--- src/rtl/trap_controller.sv ---
// Trap controller: sequences the machine-mode CSR file on synchronous traps and mret.
// It arbitrates the exception sources, latches the trap PC, instruction and cause, and pulses
// the CSR block. It then flushes the pipeline and redirects fetch to mtvec (trap) or mepc (mret).
// Optional feature: define TRAP_IRQ_EN to add the external interrupt inputs
// (irq_ext_i, mstatus_mie_i, mie_meie_i).
module trap_controller #(
    parameter int unsigned DATA_WIDTH   = 32,
    parameter int unsigned NUM_SRC      = 4,
    parameter int unsigned FLUSH_CYCLES = 2,
    parameter logic [7:0]  IRQ_CODE     = 8'h8B
) (
    input  logic                    clk,
    input  logic                    reset,
    input  logic [NUM_SRC-1:0]      exc_valid_i,
    input  logic [NUM_SRC*8-1:0]    exc_code_i,
    input  logic [DATA_WIDTH-1:0]   exc_pc_i,
    input  logic [DATA_WIDTH-1:0]   exc_instr_i,
    input  logic                    mret_i,
    input  logic [DATA_WIDTH-1:0]   csr_mtvec_i,
    input  logic [DATA_WIDTH-1:0]   csr_mepc_i,
`ifdef TRAP_IRQ_EN
    input  logic                    irq_ext_i,
    input  logic                    mstatus_mie_i,
    input  logic                    mie_meie_i,
`endif
    output logic                    csr_exception_o,
    output logic [7:0]              csr_exception_code_o,
    output logic [DATA_WIDTH-1:0]   csr_pc_o,
    output logic [DATA_WIDTH-1:0]   csr_instr_o,
    output logic                    flush_o,
    output logic                    stall_o,
    output logic                    redirect_valid_o,
    output logic [DATA_WIDTH-1:0]   redirect_pc_o,
    output logic [15:0]             trap_count_o
);

    localparam logic [1:0] StIdle     = 2'd0;
    localparam logic [1:0] StSignal   = 2'd1;
    localparam logic [1:0] StFlush    = 2'd2;
    localparam logic [1:0] StRedirect = 2'd3;

    // Counter is loaded with the last index so FLUSH lasts exactly FLUSH_CYCLES cycles.
    localparam logic [3:0] FlushLast = 4'(FLUSH_CYCLES - 1);

    logic [1:0]            state_q, state_d;
    logic [3:0]            cnt_q, cnt_d;
    logic                  is_mret_q, is_mret_d;
    logic [7:0]            code_q, code_d;
    logic [DATA_WIDTH-1:0] pc_q, pc_d;
    logic [DATA_WIDTH-1:0] instr_q, instr_d;
    logic [15:0]           count_q, count_d;

    logic                  sel_hit;
    logic [7:0]            sel_code;
    logic                  irq_take;

    // Fixed-priority select: the lowest set index wins, so scan downwards and let it overwrite.
    always_comb begin
        sel_hit  = 1'b0;
        sel_code = 8'h00;
        for (int i = int'(NUM_SRC) - 1; i >= 0; i--) begin
            if (exc_valid_i[i]) begin
                sel_hit  = 1'b1;
                sel_code = exc_code_i[8*i +: 8];
            end
        end
    end

`ifdef TRAP_IRQ_EN
    assign irq_take = irq_ext_i & mstatus_mie_i & mie_meie_i;
`else
    assign irq_take = 1'b0;
`endif

    // Next-state logic for the trap sequence, latched trap info and the trap counter.
    always_comb begin
        state_d   = state_q;
        cnt_d     = cnt_q;
        is_mret_d = is_mret_q;
        code_d    = code_q;
        pc_d      = pc_q;
        instr_d   = instr_q;
        count_d   = count_q;
        case (state_q)
            StIdle: begin
                // Priority: exception > mret > interrupt.
                if (sel_hit) begin
                    code_d    = sel_code;
                    pc_d      = exc_pc_i;
                    instr_d   = exc_instr_i;
                    is_mret_d = 1'b0;
                    state_d   = StSignal;
                end else if (mret_i) begin
                    is_mret_d = 1'b1;
                    cnt_d     = FlushLast;
                    state_d   = StFlush;
                end else if (irq_take) begin
                    // exc_pc_i is the next PC to resume at; there is no faulting instruction.
                    code_d    = IRQ_CODE;
                    pc_d      = exc_pc_i;
                    instr_d   = '0;
                    is_mret_d = 1'b0;
                    state_d   = StSignal;
                end
            end
            StSignal: begin
                count_d = count_q + 16'd1;
                cnt_d   = FlushLast;
                state_d = StFlush;
            end
            StFlush: begin
                if (cnt_q == 4'd0) begin
                    state_d = StRedirect;
                end else begin
                    cnt_d = cnt_q - 4'd1;
                end
            end
            StRedirect: begin
                state_d = StIdle;
            end
            default: begin
                state_d = StIdle;
            end
        endcase
    end

    // State registers with synchronous active-high reset; reset aborts any sequence.
    always_ff @(posedge clk) begin
        if (reset) begin
            state_q   <= StIdle;
            cnt_q     <= 4'd0;
            is_mret_q <= 1'b0;
            code_q    <= 8'h00;
            pc_q      <= '0;
            instr_q   <= '0;
            count_q   <= 16'd0;
        end else begin
            state_q   <= state_d;
            cnt_q     <= cnt_d;
            is_mret_q <= is_mret_d;
            code_q    <= code_d;
            pc_q      <= pc_d;
            instr_q   <= instr_d;
            count_q   <= count_d;
        end
    end

    // Outputs decoded from state; the redirect target is sampled live so late CSR writes show.
    always_comb begin
        csr_exception_o      = (state_q == StSignal);
        flush_o              = (state_q == StFlush);
        redirect_valid_o     = (state_q == StRedirect);
        stall_o              = (state_q != StIdle);
        redirect_pc_o        = '0;
        if (state_q == StRedirect) begin
            redirect_pc_o = is_mret_q ? csr_mepc_i : csr_mtvec_i;
        end
        csr_exception_code_o = code_q;
        csr_pc_o             = pc_q;
        csr_instr_o          = instr_q;
        trap_count_o         = count_q;
    end

endmodule
--- config.mk ---
export PLATFORM = sky130hd
export DESIGN_NAME = trap_controller
export DESIGN_NICKNAME = d
export VERILOG_FILES = /design/src/rtl/trap_controller.sv
export SDC_FILE = /design/constraint.sdc
export NUM_CORES = 1
export LEC_CHECK = 0
export CAP_MARGIN = 15
export CORE_AREA = 5 5 120 122
export CTS_CLUSTER_SIZE = 16
export DETAILED_ROUTE_END_ITERATION = 7
export DIE_AREA = 0 0 125 127
export PLACE_DENSITY = 0.73
export SYNTH_ARGS = -nofsm -noshare
export SYNTH_HDL_FRONTEND = slang
export SYNTH_SLANG_ARGS = --single-unit
export TNS_END_PERCENT = 10
--- constraint.sdc ---
create_clock -name clk -period 5.6 [get_ports clk]
set_clock_uncertainty 0.05 [all_clocks]
set_input_delay 1.4 -clock clk [delete_from_list [all_inputs] [get_ports clk]]
set_output_delay 1.4 -clock clk [all_outputs]
set_load 0.1 [all_outputs]
==> results of run 1 <==
[worst min-delay path by stage]
| stage | start | endpoint | cells past startpoint | slack, ns |
|---|---|---|---|---|
| 2_1_floorplan | cnt_q[3]$_SDFFE_PP0P_ | cnt_q[3]$_SDFFE_PP0P_ | 2 | 0.42 |
| 3_3_place_gp | csr_exception_code_o[6]$_SDFFE_PP0P_ | csr_exception_code_o[6]$_SDFFE_PP0P_ | 2 | 0.39 |
| 3_5_place_dp | csr_exception_code_o[6]$_SDFFE_PP0P_ | csr_exception_code_o[6]$_SDFFE_PP0P_ | 2 | 0.40 |
| 4_1_cts | csr_exception_code_o[6]$_SDFFE_PP0P_ | csr_exception_code_o[6]$_SDFFE_PP0P_ | 2 | 0.41 |
| 5_1_grt | csr_pc_o[6]$_SDFFE_PP0P_ | csr_pc_o[6]$_SDFFE_PP0P_ | 1 | 0.45 |
| 6_report | csr_exception_code_o[6]$_SDFFE_PP0P_ | csr_exception_code_o[6]$_SDFFE_PP0P_ | 2 | 0.41 |
[per-layer routing]
| layer | global-route usage, % | wire, um |
|---|---|---|
| met4 | 5.740 | 259 |
| met1 | 18.12 | 5455 |
| met2 | 33.57 | 7769 |
| met5 | 0 | 0 |
| met3 | 9.432 | 1593 |
[registers in the layout, indices dropped and copies added (netlist names)]
register / flops
trap_count_o: 16
csr_exception_code_o: 8
csr_pc_o: 32
csr_instr_o: 32
state_q: 2
is_mret_q: 1
cnt_q: 4
[cell usage in the layout, fill, tap and decap left out, drive strengths merged, types with 6 or more instances in the layout]
master         instances
a22o                  71
buf                   39
o21ai                  6
nand3                  6
mux2i                 35
o31ai                  7
a21oi                  9
nand2                 15
dfxtp                 95
nor2b                 43
clkbuf                10
a221oi                 8
nor2                  18
xor2                   6
ha                     7
clkdlybuf4s50        258
inv                   12
[cell families (layout without fill, tap and decap cells)]
family          count (synthesis)  after routing
compound gates                108            108
xor+xnor                       11             11
fa+ha+maj                       7              7
buf+inv                        40            323
flops                          95             95
mux                            37             37
simple gates                  105            105
[synthesized netlist by cell type, drive strengths merged]
| library cell | number |
|---|---|
| a21oi | 9 |
| xor2 | 6 |
| nor4 | 2 |
| or4 | 1 |
| nor2b | 43 |
| a2bb2oi | 1 |
| mux2 | 2 |
| dfxtp | 95 |
| a211oi | 1 |
| or3 | 2 |
| ha | 7 |
| o32a | 1 |
| a22o | 71 |
| nand4 | 5 |
| nand4bb | 1 |
| and3 | 3 |
| o2bb2ai | 1 |
| and4 | 2 |
| a221oi | 8 |
| o21ai | 6 |
| nand3 | 6 |
| nor3b | 2 |
| xnor2 | 5 |
| o21ba | 1 |
| nand2 | 15 |
| nor3 | 4 |
| a22oi | 1 |
| nor2 | 18 |
| a32o | 1 |
| o31ai | 7 |
| inv | 10 |
| buf | 4 |
| or4b | 1 |
| clkbuf | 26 |
| mux2i | 35 |
[power groups by stage]
stage / combinational, uW / clock (uW) / sequential [uW]
floorplan: 528 / 0 / 1770
global placement: 1860 / 0 / 920
detailed placement: 1880 / 0 / 922
CTS: 1880 / 663 / 913
global route: 1940 / 686 / 932
finish: 1870 / 640 / 913
[area by class of cell]
type	instances	area share [%]
clock buffer	10	3.234
clock inverter	6	1.033
inverter	10	0.5080
multi-input combinational	268	27.58
sequential	95	25.75
tap	176	2.980
timing repair buffer	297	38.91
[tightest hold or removal path: cells and delay by family, from the launching register on]
family          cells  cell delay [ns]
compound gates      1             0.05
flops               1             0.31
simple gates        1             0.05
[through the flow]
step / power [uW] / util (%) / hold slack (ns)
after floorplan: 2298 / - / 0.4162
after detailed placement: 2799 / 54.06 / 0.4036
after global routing: 3558 / 56.47 / 0.4503
after CTS: 3456 / 56.47 / 0.4126
after global placement: 2780 / 54.06 / 0.3890
final: 3420 / 56.47 / 0.4075
==> run summary, run 1 <==
The footprint of the multi-input gates is roughly 2000 sq um. The setup slack on the worst flop-to-flop path is between 3 and 4 ns. The highest fanout seen on the critical path came out at 5. The run finished with clean final reports. The mean number of vias per cell came out at about 4.8. The via count of the first global-routing pass is ~4,500. The relative contribution of combinational cells to total power is 54.6%. In this design, the critical path's most frequently occurring cell is sky130_fd_sc_hd__inv_1. Of the available clock period, the critical path in the final layout requires a little over two thirds.

In the final layout, the share of cells above drive strength 1 is 9.038%. The post-detailed-route wirelength per cell came out at 17.49 um. The total congestion overflow after global routing came out at 0. The number of instances in the placed design is between 800 and 900. The post-route minimum period is roughly 4 ns. The endpoint type of the worst setup path is an output pin. The min-delay analysis places its worst path in the category register to register. The switching part of the total power came out at between 50% and 60%. The core area came out at roughly 13,000 sq um.

The detailed-route via count is slightly above 4,000. Among cell families on the critical path, the largest total delay comes from buffers and inverters. The leakage component of the power is around 0.0029 uW. The max capacitance violation total came out at 0. The clock network is responsible for a little under a fifth of the overall power. The non-filler instance count after layout came out at 862. The highest cell delay on the worst timing path is roughly 1.2 ns. The H-tree level count is 3. The placed standard-cell area is between 7000 and 8000 sq um.

Input and output buffers added on the ports amount to just under 300. The total global-route track usage is between 15 and 20%. The distinct cell type count of the synthesized netlist came out at 39. The count of filler cells inserted in the layout came out at approximately 1,100.

The number of buffer and inverter stages on the critical path is 3. The repair_antennas step left the layout with diodes totalling 0. The count of state elements after synthesis is 95. The internal power component came out at ~1700 uW. The number of sinks driven by the clock tree is 95. The CTS root buffer is sky130_fd_sc_hd__clkbuf_16. The sequential power share came out at between 20% and 30%. The number of buffers inserted to repair setup after CTS is 0.

The worst voltage drop across the vdd grid came out at between 0.0003 and 0.0004 V. The HPWL reported at the end of detailed placement is 11,820 um. The clock transition at the register clock pins on the worst setup and hold paths after CTS came out at around 0.07 ns. In this run, post-CTS hold repair placed 0 buffers. The synthesized netlist devotes a little over a fifth of its cell area to compound gates.

The simple-gate share of the synthesized area is between 10 and 15%. The most critical setup path has its startpoint at state_q[0]$_SDFFE_PP0P_. The first detailed-routing pass took 4 iterations. After Yosys synthesis, full adders, half adders and majority gates account for between 2 and 2.5% of the synthesized area. Counting cells, the worst reg-to-reg path comes to 6.

The TritonCTS buffer count is 9. Relative to the synthesized area, the layout overhead comes to 80.78%. Once detail routing completed, the nets flagged for antenna violations numbered 0. At the worst endpoint, the required time is between 4 and 5 ns. Synthesis produced a netlist with a net count of between 500 and 600. The maximum number of buffers from clock root to sink is 2. The slew at the pin closest to its max-slew limit is 1.038 ns. In this run the worst setup path terminates at stall_o. The cell accounting for the most synthesized area is sky130_fd_sc_hd__dfxtp_1. The peak clock frequency supported by timing came out at around 250 MHz. The average cell area after synthesis came out at 10.14 sq um.

The minimum setup slack after placement is between 1.5 and 2 ns. In this run the power spent charging and discharging nets is between 1500 and 2000 uW. The critical path data arrival time is 2.48 ns. For this run, the post-layout net count is around 860. The number of placed I/O pins came out at between 200 and 300.

The horizontal die dimension is around 130 um. The pin count of the biggest net entering global routing is 73. The post-route standard cell area excluding fillers is between 7000 and 8000 sq um. The floorplan step defined a die boundary enclosing approximately 16,000 sq um. After synthesis the cells add up to 4088 sq um. The count of routing violations after the opening detailed-route iteration came out at between 100 and 150. After synthesis, the cell types taking the most area are sky130_fd_sc_hd__dfxtp_1 47%, sky130_fd_sc_hd__a22o_1 15%, sky130_fd_sc_hd__mux2i_1 8.6%. The total routed wirelength came out at about 15,000 um. The congestion estimate from routability-driven global placement came to slightly above 0.8. The critical path in this run is classified as register to output pin. Yosys printed 0 warnings.

The combinational family with the most area after synthesis is compound AO/OA/AOI/OAI gates. The area taken by flip-flops and latches is ~1900 sq um. The first global-routing pass estimated 23,440 um of wire.

The number of endpoints failing setup at the final stage came out at 0. The slowest stage of the critical path is the sky130_fd_sc_hd__clkdlybuf4s50_1 cell. The number of hold violations in the final report is 0.

TritonCTS built the clock tree. The critical path goes through inv_1, ha_1, inv_1, clkdlybuf4s50_1. The power density normalized to cell area is around 460 nW/um^2. The die height came out at ~130 um.

Row generation in the floorplan step produced 42 rows. Setup repair after global routing left no endpoint under its margin. In this run the critical register-to-register path is launched from state_q[1]$_SDFFE_PP0P_. In this run the biggest area consumer among cell types represents a little under half of the synthesized area. The endpoint identified for the worst register-to-register timing path is trap_count_o[15]$_SDFFE_PP0P_.

After clock tree synthesis, the repair step resized 0 gates. The sequential fraction of the synthesis area is between 40% and 50%. The multiplexer share of the synthesized area is around 9%. Synthesis handed over a netlist of between 400 and 500 instances. The least setup slack across all paths after layout came out at 1.671 ns.

STA classifies the critical path startpoint as a register. The xor/xnor cell area share of the yosys netlist came out at 2.357%. The DRC violation count after routing is 0.

The max-slew violation total from the final report is 0. In the final timing run, aggregate negative setup slack is 0 ns. Once the floorplan was initialized, standard cells occupied around 31% of the core. The source-to-sink clock delay at the later pin of the worst-skew pair came out at about 0.35 ns.

The initial antenna violation count is 0. Counting buffers and inverters, the worst setup path is 4 cells deep. The relative max-transition margin is slightly above 30%.
Power figures use the tool's default switching activity.
==> run 2, diff against run 1 <==
--- a/config.mk
+++ b/config.mk
@@ -10,7 +10,7 @@
 export CTS_CLUSTER_SIZE = 16
 export DETAILED_ROUTE_END_ITERATION = 7
 export DIE_AREA = 0 0 125 127
-export PLACE_DENSITY = 0.73
+export PLACE_DENSITY = 0.76
 export SYNTH_ARGS = -nofsm -noshare
 export SYNTH_HDL_FRONTEND = slang
 export SYNTH_SLANG_ARGS = --single-unit
==> constraint.sdc (replaced) <==
create_clock -name clk -period 3.4 [get_ports clk]
set_clock_uncertainty 0.05 [all_clocks]
set_input_delay 0.85 -clock clk [delete_from_list [all_inputs] [get_ports clk]]
set_output_delay 0.85 -clock clk [all_outputs]
set_load 0.1 [all_outputs]
==> run 2 against run 1 <==
  * Setup slack worse by 1.0 ns
  * Sequential power up 64%
  * Final cell count increased by 0.23%
  * Critical endpoint is now redirect_pc_o[28]
  * First-iteration DRC count up 28%
  * Sequential share of layout area is 0.77 points lower
  * Worst hold slack better by 0.025 ns
==> run summary, run 2 (same netlist as run 1, synthesis figures left out) <==
The data required time at the worst endpoint is ~2.5 ns. The run finished with clean final reports. The number of hold violations in the final report came out at 0. The antenna violation net count after detailed routing came out at 0.

The detailed-route via count is 4,165. The die height is around 130 um. Dividing the detail-routed via count by the number of cells gives 4.821. The area growth from synthesis to layout came out at 86.35%.

Setup repair after global routing left no endpoint under its margin. The most frequent standard cell in the layout excluding fill and tap cells is sky130_fd_sc_hd__clkdlybuf4s50_1. The first-pass GRT wire length is between 20,000 and 25,000 um. In the layout the commonest cells are 166 x sky130_fd_sc_hd__clkdlybuf4s50_1, 99 x sky130_fd_sc_hd__buf_4, 94 x sky130_fd_sc_hd__dfxtp_1. The number of buffer and inverter stages on the critical path came out at 2. The HPWL reported at the end of detailed placement is roughly 12,000 um. The placer congestion estimate came out at between 0.8 and 0.9. The via count of the first global-routing pass is ~4,300. The share of post-route cells with drive strength above 1 came out at between 20% and 30%. The horizontal die dimension came out at 125 um. The core area is approximately 13,000 sq um.

The post-route minimum period came out at 2.763 ns. The path class of the tightest hold or removal check is register to register. The non-filler instance count after layout is between 800 and 900. The total global-route track usage came out at 17.64%. The count of routing violations after the opening detailed-route iteration came out at approximately 160. The highest cell delay on the worst timing path is 0.50 ns. Grouping stages by cell kind, the critical path spends the most delay in buffers and inverters.

Row generation in the floorplan step produced 42 rows. Buffers added to address setup during post-CTS repair amount to 0. On the critical path, the stage with the largest delay is an instance of sky130_fd_sc_hd__clkdlybuf4s50_1. The sum of negative setup slack is 0 ns. The post-route standard cell area excluding fillers came out at 7617 sq um. The pin count of the biggest net entering global routing is 52. The final clock period utilization by the worst path came out at 81.26%. The total routed wirelength came out at around 15,000 um.

The minimum setup slack after placement is slightly below 0.4 ns. For this run, design rule violations remaining after detail routing come to 0. The power density normalized to cell area came out at roughly 740 nW/um^2.

The tool flagged a number of max-cap violations equal to 0. The worst setup path is of the input pin to output pin kind. In the post-route analysis, the smallest setup slack over all paths is between 0.6 and 0.7 ns. The count of cells resized by post-cts repair is 0. The count of hold buffers inserted by post-cts repair came out at 0. IR analysis of the VDD net gives a maximum drop of between 0.0006 and 0.0007 V. The initial antenna violation count came to 0. The CTS root buffer is sky130_fd_sc_hd__clkbuf_16.

The initial core utilization is approximately 31%. Summed over all cells, the static leakage comes to between 0.003 and 0.004 uW. The count of buffers inserted at the top-level ports came out at just under 300. The count of filler cells inserted in the layout came out at 1,069. The peak clock frequency supported by timing came out at between 300 and 400 MHz. The endpoint type of the worst setup path is an output pin. The number of endpoints failing setup at the final stage is 0. The max-slew violation total from the final report was 0. The number of instances in the placed design is roughly 850.

At the worst endpoint, the arrival time is about 1.9 ns. TritonCTS built the clock tree. Of all nets on the critical path, the largest fanout is 1.

The placed standard-cell area came out at ~7300 sq um. The maximum number of buffers from clock root to sink is 2. The slew at the pin closest to its max-slew limit came out at ~0.58 ns. 291 I/O pins were placed.

The number of detailed-routing iterations run before antenna repair came out at 4. The total congestion overflow after global routing came out at 0. The TritonCTS buffer count is 9. The number of sinks driven by the clock tree is between 90 and 100. The die covers roughly 16,000 sq um. The source-to-sink clock delay at the later pin of the worst-skew pair is ~0.34 ns.

The clock transition at the register clock pins on the worst setup and hold paths after CTS came out at roughly 0.06 ns. The relative max-transition margin came out at about three fifths. The critical path startpoint category is an input pin.

The H-tree level count came out at 3. The final-stage net count is about 860. The antenna cell count is 0.

The critical path goes through clkdlybuf4s50_1, mux2i_1, nor2b_1, buf_12. Dividing the detail-routed wire length by the instance count gives between 15 and 20 um.
-- run 2: changes by cell type in the layout (fill, tap and decap cells not counted), sizes merged --
cell	delta
clkbuf	+1
buf	+95
clkinvlp	-2
clkdlybuf4s50	-92
-- run 2: layer usage --
| metal | part of all wire, % | wire length, um | up-vias | track usage (%) |
|---|---|---|---|---|
| met1 | 38 | 5733 | 1925 | 18.89 |
| met5 | 0 | 0 | - | 0 |
| met2 | 52 | 7909 | 173 | 32.33 |
| li1 | - | - | 2040 | - |
| met3 | 7.5 | 1136 | 27 | 6.135 |
| met4 | 2.1 | 316 | 0 | 6.122 |
-- run 2: metrics by stage --
stage               utilization [%]  total power (uW)  hold slack, ns
finish                        58.21              5656          0.4322
global route                  58.21              5850          0.4460
CTS                           58.21              5696          0.4350
detailed placement            55.88              4652          0.4154
global placement              55.88              4610          0.4130
floorplan                         -              3786          0.4162
-- run 2: cell type report --
cell class	instances	area, sq um	area share [%]
inverter	10	37.54	0.4928
clock inverter	4	52.55	0.6899
clock buffer	11	252.7	3.318
timing repair buffer	300	3105	40.77
tap	176	220.2	2.891
sequential	95	1903	24.98
multi-input combinational	268	2046	26.86
-- run 2: final timing paths --
check / start / to / slack (ns) / cells past startpoint
worst max-delay path: csr_mtvec_i[28] / redirect_pc_o[28] / 0.64 / 4
worst min-delay path: csr_exception_code_o[6]$_SDFFE_PP0P_ / csr_exception_code_o[6]$_SDFFE_PP0P_ / 0.43 / 2
worst max register to register: state_q[1]$_SDFFE_PP0P_ / trap_count_o[15]$_SDFFE_PP0P_ / 1.37 / 6
worst min register to register: csr_exception_code_o[6]$_SDFFE_PP0P_ / csr_exception_code_o[6]$_SDFFE_PP0P_ / 0.43 / 2
-- run 2: tightest hold or removal path: stages (launching register included) --
cell,delay [ns]
sky130_fd_sc_hd__dfxtp_1,0.33
sky130_fd_sc_hd__nand2_1,0.06
sky130_fd_sc_hd__o21ai_1,0.05
-- run 2: power breakdown --
group	internal, uW	leakage, uW	switching, uW
clock	610	0.000152	423
combinational	849	0.00222	2270
sequential	1340	0.000782	160
total	2800	0.00315	2860
